==> config.mk <==
export PLATFORM = sky130hd
export DESIGN_NAME = mmio_sys_monitor
export DESIGN_NICKNAME = d
export VERILOG_FILES = /design/src/rtl/mmio_sys_monitor.sv
export SDC_FILE = /design/constraint.sdc
export NUM_CORES = 1
export LEC_CHECK = 0
export ABC_AREA = 0
export BUFFER_PORTS_ARGS = -buffer_cell sky130_fd_sc_hd__buf_4
export CORE_MARGIN = 4
export CORE_UTILIZATION = 47
export CTS_CLUSTER_SIZE = 40
export DETAILED_ROUTE_END_ITERATION = 8
export PLACE_DENSITY = 0.71
export SYNTH_ARGS = -nofsm -noshare
export SYNTH_HDL_FRONTEND = slang
export SYNTH_SLANG_ARGS = --single-unit
==> constraint.sdc <==
create_clock -name i_clk -period 2.5 [get_ports i_clk]
set_clock_uncertainty 0.1 [all_clocks]
set_input_delay 0.125 -clock i_clk [delete_from_list [all_inputs] [get_ports i_clk]]
set_output_delay 0.125 -clock i_clk [all_outputs]
set_load 0.005 [all_outputs]
==> src/rtl/mmio_sys_monitor.sv <==
`default_nettype none
// ============================================================================
// Module   : mmio_sys_monitor
// Function : MMIO system monitor with a buffered STDOUT channel, a halt/exit
//            register and free-running cycle/retired-instruction counters.
//            Optional MMIO_MON_SIM_DISPLAY_EN adds simulation console output.
// Revision : 1.0
// ============================================================================
module mmio_sys_monitor #(
    parameter int                AWIDTH     = 24,
    parameter int                DWIDTH     = 32,
    parameter int                CWIDTH     = 32,
    parameter logic [AWIDTH-1:0] BASE_ADDR  = 24'hFFFFF8,
    parameter int                FIFO_DEPTH = 16
) (
    input  logic              i_clk,
    input  logic              i_rstb,
    input  logic              i_clk_en,
    input  logic [AWIDTH-1:0] i_addr,
    input  logic [DWIDTH-1:0] i_wdata,
    input  logic              i_wr,
    input  logic              i_rd,
    output logic [DWIDTH-1:0] o_rdata,
    output logic              o_sel,
    input  logic              i_instr_retire,
    output logic [7:0]        o_tx_data,
    output logic              o_tx_valid,
    input  logic              i_tx_ready,
    output logic              o_halt_req,
    output logic              o_halt,
    output logic [7:0]        o_exit_code
);

    localparam int LW = $clog2(FIFO_DEPTH);
    localparam int SW = LW + 6;

    localparam logic [2:0] c_OFF_CYCLE  = 3'd0;
    localparam logic [2:0] c_OFF_INSTR  = 3'd1;
    localparam logic [2:0] c_OFF_STATUS = 3'd2;
    localparam logic [2:0] c_OFF_STDOUT = 3'd6;
    localparam logic [2:0] c_OFF_HALT   = 3'd7;
    localparam logic [LW:0] c_FULL_LVL  = (LW+1)'(FIFO_DEPTH);

    logic [7:0]        r_mem [FIFO_DEPTH];
    logic [LW-1:0]     r_wptr, r_rptr;
    logic [LW:0]       r_level;
    logic [CWIDTH-1:0] r_cycle, r_instr;
    logic              r_ovf, r_halt_req, r_halt;
    logic [7:0]        r_exit_code;
    logic [DWIDTH-1:0] r_rdata;

    logic [2:0]        w_off;
    logic              w_wr, w_rd, w_empty, w_full, w_pop, w_push_req, w_push;
    logic              w_halt_wr, w_halt_req_nxt, w_halt_nxt;
    logic [LW:0]       w_level_nxt;
    logic [SW-1:0]     w_status;
    logic [DWIDTH-1:0] w_rdata_nxt;

    assign o_sel      = (i_addr[AWIDTH-1:3] == BASE_ADDR[AWIDTH-1:3]);
    assign w_off      = i_addr[2:0];
    assign w_wr       = i_clk_en & i_wr & o_sel;
    assign w_rd       = i_clk_en & i_rd & o_sel;
    assign w_empty    = (r_level == '0);
    assign w_full     = (r_level == c_FULL_LVL);
    assign w_pop      = i_clk_en & ~w_empty & i_tx_ready;
    assign w_push_req = w_wr & (w_off == c_OFF_STDOUT);
    // A full FIFO still takes a push when the head leaves in the same cycle.
    assign w_push     = w_push_req & (~w_full | w_pop);
    assign w_halt_wr  = w_wr & (w_off == c_OFF_HALT) & ~r_halt_req;

    always_comb begin
        w_level_nxt = r_level;
        if (w_push && !w_pop) begin
            w_level_nxt = r_level + 1'b1;
        end else if (!w_push && w_pop) begin
            w_level_nxt = r_level - 1'b1;
        end
    end

    // Halt is judged on next-state values so it is visible right after the last pop.
    assign w_halt_req_nxt = r_halt_req | w_halt_wr;
    assign w_halt_nxt     = r_halt | (i_clk_en & w_halt_req_nxt & (w_level_nxt == '0));

    assign w_status = {r_level, r_ovf, r_halt, r_halt_req, w_full, w_empty};

    always_comb begin
        w_rdata_nxt = '0;
        case (w_off)
            c_OFF_CYCLE:  w_rdata_nxt = DWIDTH'(r_cycle);
            c_OFF_INSTR:  w_rdata_nxt = DWIDTH'(r_instr);
            c_OFF_STATUS: w_rdata_nxt = DWIDTH'(w_status);
            default:      w_rdata_nxt = '0;
        endcase
    end

    always_ff @(posedge i_clk) begin
        if (w_push) begin
            r_mem[r_wptr] <= i_wdata[7:0];
        end
    end

    always_ff @(posedge i_clk or negedge i_rstb) begin
        if (!i_rstb) begin
            r_wptr      <= '0;
            r_rptr      <= '0;
            r_level     <= '0;
            r_cycle     <= '0;
            r_instr     <= '0;
            r_ovf       <= 1'b0;
            r_halt_req  <= 1'b0;
            r_halt      <= 1'b0;
            r_exit_code <= 8'h00;
            r_rdata     <= '0;
        end else if (i_clk_en) begin
            r_level <= w_level_nxt;
            if (w_push) r_wptr <= r_wptr + 1'b1;
            if (w_pop)  r_rptr <= r_rptr + 1'b1;

            if (w_wr && w_off == c_OFF_CYCLE)  r_cycle <= '0;
            else if (!r_halt_req)              r_cycle <= r_cycle + 1'b1;

            if (w_wr && w_off == c_OFF_INSTR)        r_instr <= '0;
            else if (!r_halt_req && i_instr_retire)  r_instr <= r_instr + 1'b1;

            if (w_wr && w_off == c_OFF_STATUS)  r_ovf <= 1'b0;
            else if (w_push_req && !w_push)     r_ovf <= 1'b1;

            if (w_halt_wr) begin
                r_halt_req  <= 1'b1;
                r_exit_code <= i_wdata[7:0];
            end
            r_halt <= w_halt_nxt;

            if (w_rd) r_rdata <= w_rdata_nxt;
        end
    end

    generate
        if (DWIDTH > 8) begin : g_unused_wdata
            logic w_unused_wdata;
            assign w_unused_wdata = ^i_wdata[DWIDTH-1:8];
        end
    endgenerate

    assign o_rdata     = r_rdata;
    assign o_tx_valid  = ~w_empty;
    assign o_tx_data   = w_empty ? 8'h00 : r_mem[r_rptr];
    assign o_halt_req  = r_halt_req;
    assign o_halt      = r_halt;
    assign o_exit_code = r_exit_code;

`ifdef MMIO_MON_SIM_DISPLAY_EN
    always_ff @(posedge i_clk) begin
        if (i_rstb && w_pop) begin
            $write("%c", o_tx_data);
        end
        if (i_rstb && !r_halt && w_halt_nxt) begin
            $display("exit code %0d, cycles %0d, instructions %0d",
                     w_halt_wr ? i_wdata[7:0] : r_exit_code, r_cycle, r_instr);
            $finish;
        end
    end
`else
    // Synthesizable build: no console output.
`endif

endmodule
`default_nettype wire

==> results.py, run 1 <==
metrics = {
    "yosys": {
        "ys_warn_count": 0,
        "netlist_instances": 866,
        "ys_ff_latch": 248,
        "synth_top_family_by_area": "simple AND/OR/NAND/NOR gates",
        "avgSynthCellArea_um2": 12.9,
        "ys_seq_area_share_pct": 61.1,
        "synthArstFlopShare_pct": 48.4,
        "synth_mux_area_share_pct": 10.1,
        "synth_fa_ha_area_share_pct": 1.12,
        "synth.distinct_cells": 61,
        "netlist_area_um2": 11200,
        "synth_compound_gate_area_share_pct": 7.06,
        "synth-simple-area-share_pct": 14.5,
        "synth_edf_count": 128,
        "synth_xor_area_share_pct": 3.99,
        "syn-num-nets": 939,
        "yosys_most_used_dff": "edfxtp_1",
    },
    "worst_setup_path": {
        "critPathArrivalTime_ns": 2.51,
        "critPathKind": "flop to output pin",
        "endpoint_kind": "output pin",
        "cp_max_fo": 5,
        "required_ns": 2.28,
        "slowest_delay_ns": 0.51,
        "crit_path_frequent_cell": "mux4_2",
        "reg2reg_depth": 6,
        "crit_path_cell_trace": "buf_12, buf_16, mux4_2, mux4_2, and2_4, buf_6",
        "critPathLaunchType": "flop",
        "critPathSlowestCell": "mux4_2",
    },
    "die": {
        "die_h_um": 162,
        "start_util_pct": 47.7,
        "die_w_um": 162,
        "core_um2": 23500,
        "io_pins": 115,
        "die_area_um2": 26400,
        "num_rows": 56,
    },
    "grt": {
        "grt_pass1_vias": 7745,
        "grt_pass1_wl_um": 42600,
        "grt_usage_pct": 20.3,
        "grt_max_degree": 47,
        "antenna_found_initial": 0,
        "grt_overflow": 0,
    },
    "layout": {
        "mostFrequentLayoutCell": "buf_4",
        "fin_cells": 1364,
        "mostFrequentLayoutCells": "buf_4, edfxtp_1, dfrtp_1",
        "antenna_cells": 0,
        "layout.nets": 1099,
        "multi_input_area_um2": 4170,
        "seqCellArea_um2": 6850,
        "drive_gt1_share_pct": 26.6,
        "syn2layout_area_growth_pct": 23.4,
        "nFillCells": 1816,
        "final_area_um2": 13800,
    },
    "timing": {
        "holdWs_ns": 0.00469,
        "finalWorstSetupSlack_ns": -0.231,
        "hold_viol_final": 0,
        "slew_violations": 0,
        "worst_slew_pin_slew_ns": 0.710,
        "fmax_mhz": 366,
        "slew_headroom_pct": 52.5,
        "period_needed_ns": 2.73,
        "setup_viol": 8,
        "finalCritPeriodShare_pct": 109,
        "rsz0062_at_grt": "yes",
    },
    "placed_design": {
        "placed_cells": 1297,
        "dp_hpwl_um": 17700,
        "gp_congestion": 0.862,
        "portBuffers": 90,
        "placed_cell_area_um2": 12700,
        "post-place-ws_ns": 0.120,
    },
    "clock_network": {
        "cts_tree": "yes",
        "clkLatencyLatePin_ns": 0.53,
        "cts_max_level": 1,
        "clock_sinks": 248,
        "cts_buffer_depth": 3,
        "cts_inserted_buffers": 27,
        "cts_root_buf": "clkbuf_16",
        "clkTransAtPathRegs_ns": 0.06,
    },
    "power": {
        "ir_worst_vdd_uv": 516,
        "p_leak_nw": 5.49,
        "power_density_nw_per_um2": 806,
    },
    "drt": {
        "drcViolationCount": 0,
        "drt_iter0_markers": 665,
        "via_count": 7655,
        "drt_first_pass_iters": 6,
        "drt-wirelength-per-cell_um": 19.3,
        "routed_wl_um": 26400,
        "viasPerCell": 5.61,
        "ant_nets": 0,
    },
    "job": {
        "maxCapViolCount": 0,
    },
    "run_status": {
        "outcome": "finished with violations",
        "violations": "setup timing",
    },
    "min_path": {
        "min_path_type": "primary input to async pin",
    },
}
## final timing paths
path	start	to	slack, ns
setup / recovery	r_rptr[0]$_DFFE_PN0P_	o_tx_data[0]	-0.23
setup reg to reg	r_instr[0]$_DFFE_PN0P_	r_instr[30]$_DFFE_PN0P_	0.18
max in group asynchronous	i_rstb	r_instr[2]$_DFFE_PN0P_	1.69
hold / removal	i_rstb	o_rdata[26]$_DFFE_PN0P_	0.005
min in group i_clk	i_wr	r_cycle[20]$_DFFE_PN0P_	0.06
hold reg to reg	o_rdata[18]$_DFFE_PN0P_	o_rdata[18]$_DFFE_PN0P_	0.38
## worst max-delay path, delay by kind of cell (launching register included)
family,cells,cell delay [ns]
simple gates,1,0.17
buf+inv,3,0.37
mux,2,0.99
flops,1,0.45
## routing by layer
metal	GRT usage (%)	vias to the layer above	wire length, um
met5	0	-	0
met4	4.61	0	459
met3	3.04	38	1450
met2	33.7	219	13300
met1	28.6	3815	11200
li1	-	3583	-
## cell type report
| cell class | instances | area share [%] |
|---|---|---|
| clock buffer | 33 | 5.27 |
| clock inverter | 15 | 0.959 |
| inverter | 17 | 0.461 |
| multi-input combinational | 557 | 30.1 |
| sequential | 248 | 49.5 |
| tap | 319 | 2.89 |
| timing repair buffer | 175 | 10.8 |
## kinds of logic after synthesis
logic type,after synthesis
flip-flops,248
multiplexers,62
adder cells (fa/ha/maj),10
AND/OR/NAND/NOR,312
buffers and inverters,61
XOR/XNOR,51
AO/OA/AOI/OAI,122
## registers in the layout (all words and copies together) (netlist names)
signal       flops
o_rdata         32
r_instr         32
r_wptr           4
r_cycle         32
r_level          5
r_ovf            1
o_halt_req       1
r_mem          128
o_exit_code      8
o_halt           1
r_rptr           4
## metrics by stage
step,util [%],TNS [ns],power [mW]
global placement,54.1,0,6.92
detailed placement,54.1,0,6.95
global route,58.9,-2.26,11.7
finish,58.9,-1.64,11.1
floorplan,-,-1.97,6.04
CTS,58.8,-1.91,11.2
## report_power, final
group	total [mW]	switching (mW)	internal, mW
Combinational	2.75	1.11	1.64
Sequential	4.53	0.152	4.38
Clock	3.86	1.59	2.27
Total	11.1	2.85	8.29
## synthesized netlist by cell type, drive strengths merged, types with 3 or more instances
| cell type | n | area, um2 |
|---|---|---|
| a22oi | 22 | 165 |
| nand2 | 73 | 274 |
| nand4 | 31 | 194 |
| mux4 | 40 | 901 |
| o21ai | 29 | 145 |
| xor2 | 36 | 315 |
| nor4b | 3 | 41.3 |
| ha | 10 | 125 |
| dfrtp | 120 | 3000 |
| buf | 10 | 45.0 |
| nand3 | 31 | 160 |
| mux2i | 13 | 130 |
| and4 | 6 | 52.6 |
| clkbuf | 34 | 129 |
| a21oi | 29 | 145 |
| nor2 | 78 | 293 |
| nor4 | 14 | 115 |
| xnor2 | 15 | 131 |
| inv | 16 | 60.1 |
| nor3 | 14 | 75.1 |
| and2 | 13 | 81.3 |
| or3 | 6 | 37.5 |
| o31ai | 20 | 150 |
| or4 | 13 | 97.6 |
| and3 | 11 | 68.8 |
| nor2b | 3 | 18.8 |
| edfxtp | 128 | 3840 |
| o22ai | 3 | 18.8 |
| nand2b | 6 | 37.5 |
| mux2 | 9 | 101 |
## timing repair
action                     CTS  global route
setup buffers                3             0
gates cloned                 2             0
hold endpoints to repair   273             0
hold buffers                14             0
gates resized for setup     12             6
setup endpoints to repair    8             9
(Power assumes the default switching activity.)
==> run 2: changes to the inputs <==
CORE_UTILIZATION = 53   (was 47)
HOLD_SLACK_MARGIN = 0.02   (was default)
PLACE_DENSITY = 0.79   (was 0.71)
==> run 2 against run 1 <==
  * The run still ends with setup timing left
  * Global-route usage rose by 3.8 points
  * Non-clock buffer count rose by 1
  * Sequential share of layout area fell by 0.27 points
==> results.py, run 2 (synthesis results as in run 1) <==
metrics = {
    "clock_network": {
        "cts_tree": "yes",
        "cts_max_level": 1,
        "cts_inserted_buffers": 26,
        "clkLatencyLatePin_ns": 0.55,
        "cts_root_buf": "clkbuf_16",
        "clkTransAtPathRegs_ns": 0.06,
        "cts_buffer_depth": 3,
        "clock_sinks": 248,
    },
    "worst_setup_path": {
        "r2r_start": "r_level[0]$_DFFE_PN0P_",
        "endpoint_kind": "output pin",
        "reg2reg_depth": 9,
        "critPathKind": "flop to output pin",
        "cp_max_fo": 7,
        "critPathArrivalTime_ns": 2.53,
        "r2r-end": "r_mem[2][5]$_DFFE_PP_",
        "critPathLaunchType": "flop",
        "r2r_slack_ns": 0.12,
        "required_ns": 2.28,
    },
    "die": {
        "io_pins": 115,
        "core_um2": 20500,
        "num_rows": 52,
        "start_util_pct": 54.7,
        "die_area_um2": 23500,
        "die_w_um": 153,
        "die_h_um": 153,
    },
    "min_path": {
        "min_path_type": "primary input to async pin",
    },
    "timing": {
        "rsz0062_at_grt": "yes",
        "slew_headroom_pct": 50.0,
        "fmax_mhz": 363,
        "setup_viol": 8,
        "worst_slew_pin_slew_ns": 0.747,
        "hold_viol_final": 0,
        "slew_violations": 0,
        "fin_setup_tns_ns": -1.88,
        "finalWorstSetupSlack_ns": -0.252,
        "finalCritPeriodShare_pct": 110,
        "period_needed_ns": 2.75,
    },
    "power": {
        "power_density_nw_per_um2": 825,
        "ir_worst_vdd_uv": 509,
        "p_leak_nw": 5.48,
    },
    "layout": {
        "final_area_um2": 13900,
        "drive_gt1_share_pct": 27.2,
        "layout.nets": 1099,
        "mostFrequentLayoutCell": "buf_4",
        "syn2layout_area_growth_pct": 24.1,
        "antenna_cells": 0,
        "final_core_utilization_pct": 67.9,
        "largest_reg_flops": 128,
        "largest_register": "r_mem",
        "mostFrequentLayoutCells": "buf_4, edfxtp_1, dfrtp_1",
    },
    "drt": {
        "drcViolationCount": 0,
        "routed_wl_um": 29100,
        "via_count": 8083,
        "viasPerCell": 6.14,
        "drt_iter0_markers": 967,
        "drt-wirelength-per-cell_um": 22.1,
        "drt_first_pass_iters": 6,
        "ant_nets": 0,
    },
    "grt": {
        "grt_pass1_wl_um": 45200,
        "grt_overflow": 0,
        "grt_max_degree": 65,
        "grt_pass1_vias": 8107,
        "antenna_found_initial": 0,
        "grt_usage_pct": 24.1,
    },
    "run_status": {
        "outcome": "finished with violations",
        "violations": "setup timing",
    },
    "placed_design": {
        "placed_cell_area_um2": 12600,
        "portBuffers": 90,
        "dp_hpwl_um": 18400,
        "gp_congestion": 0.843,
    },
    "job": {
        "maxCapViolCount": 0,
    },
}
[run 2: changes by cell type in the layout (fill, tap and decap cells not counted), sizes merged]
cell and delta:
bufinv +2, clkinv -5, buf -2, inv -2, clkbuf +7, dlygate4sd3 -1
clkinvlp +2
[run 2: timing repair]
item | in CTS | in global routing
endpoints found under the setup margin | 96 | 110
cloned | 0 | 5
hold endpoints to repair | 271 | 0
hold buffers | 14 | 0
setup buffers | 0 | 2
pin swaps | 0 | 1
resized for setup | 22 | 8
[run 2: cell type report]
type / instances / area [um2]
Fill cell: 1395 / 6590
Sequential cell: 248 / 6850
Clock inverter: 12 / 178
Tap cell: 270 / 338
Inverter: 17 / 63.8
Timing Repair Buffer: 176 / 1570
Multi-Input combinational cell: 557 / 4210
Clock buffer: 36 / 698
[run 2: per-stage QoR]
stage	cells	setup WS [ns]	power [mW]	hold slack, ns
6_report	1316	-0.252	11.5	0.0245
3_3_place_gp	1247	-0.112	6.95	-0.00237
5_1_grt	1316	-0.290	11.9	0.0510
4_1_cts	1309	-0.264	11.2	0.0200
3_5_place_dp	1247	-0.264	7.02	-0.00115
2_1_floorplan	866	-0.123	6.04	-0.271
[run 2: worst max path at each step]
stage / from / endpoint / slack, ns / depth (start not counted)
2_1_floorplan: r_level[0]$_DFFE_PN0P_ / r_mem[1][0]$_DFFE_PP_ / -0.12 / 7
3_3_place_gp: i_addr[8] / r_mem[4][0]$_DFFE_PP_ / -0.11 / 6
3_5_place_dp: i_addr[15] / r_mem[4][5]$_DFFE_PP_ / -0.26 / 6
4_1_cts: r_rptr[0]$_DFFE_PN0P_ / o_tx_data[1] / -0.26 / 5
5_1_grt: r_rptr[0]$_DFFE_PN0P_ / o_tx_data[1] / -0.29 / 6
6_report: r_rptr[0]$_DFFE_PN0P_ / o_tx_data[1] / -0.25 / 6
[run 2: metal layers]
metal  track usage [%]  share of wire, %  vias up  routed length [um]
met1              32.8                38     3986               11200
met4              6.77               3.2        0                 927
li1                  -                 -     3579                   -
met3              4.07               7.8       80                2280
met2              40.3                51      438               14700
met5             0.828                 0        -                   0
[run 2: worst max-delay path, cell delays in order (launching register included)]
cell     delay, ns
dfrtp_2       0.37
buf_12        0.15
buf_12        0.14
mux4_2        0.55
mux4_2        0.50
and2_4        0.18
buf_6         0.10
[run 2: report_power, final]
part	internal [mW]	switching, mW	leakage (nW)
clock network	2.37	1.61	0.417
registers	4.38	0.142	2.76
logic	1.74	1.23	2.31
total	8.49	2.98	5.48
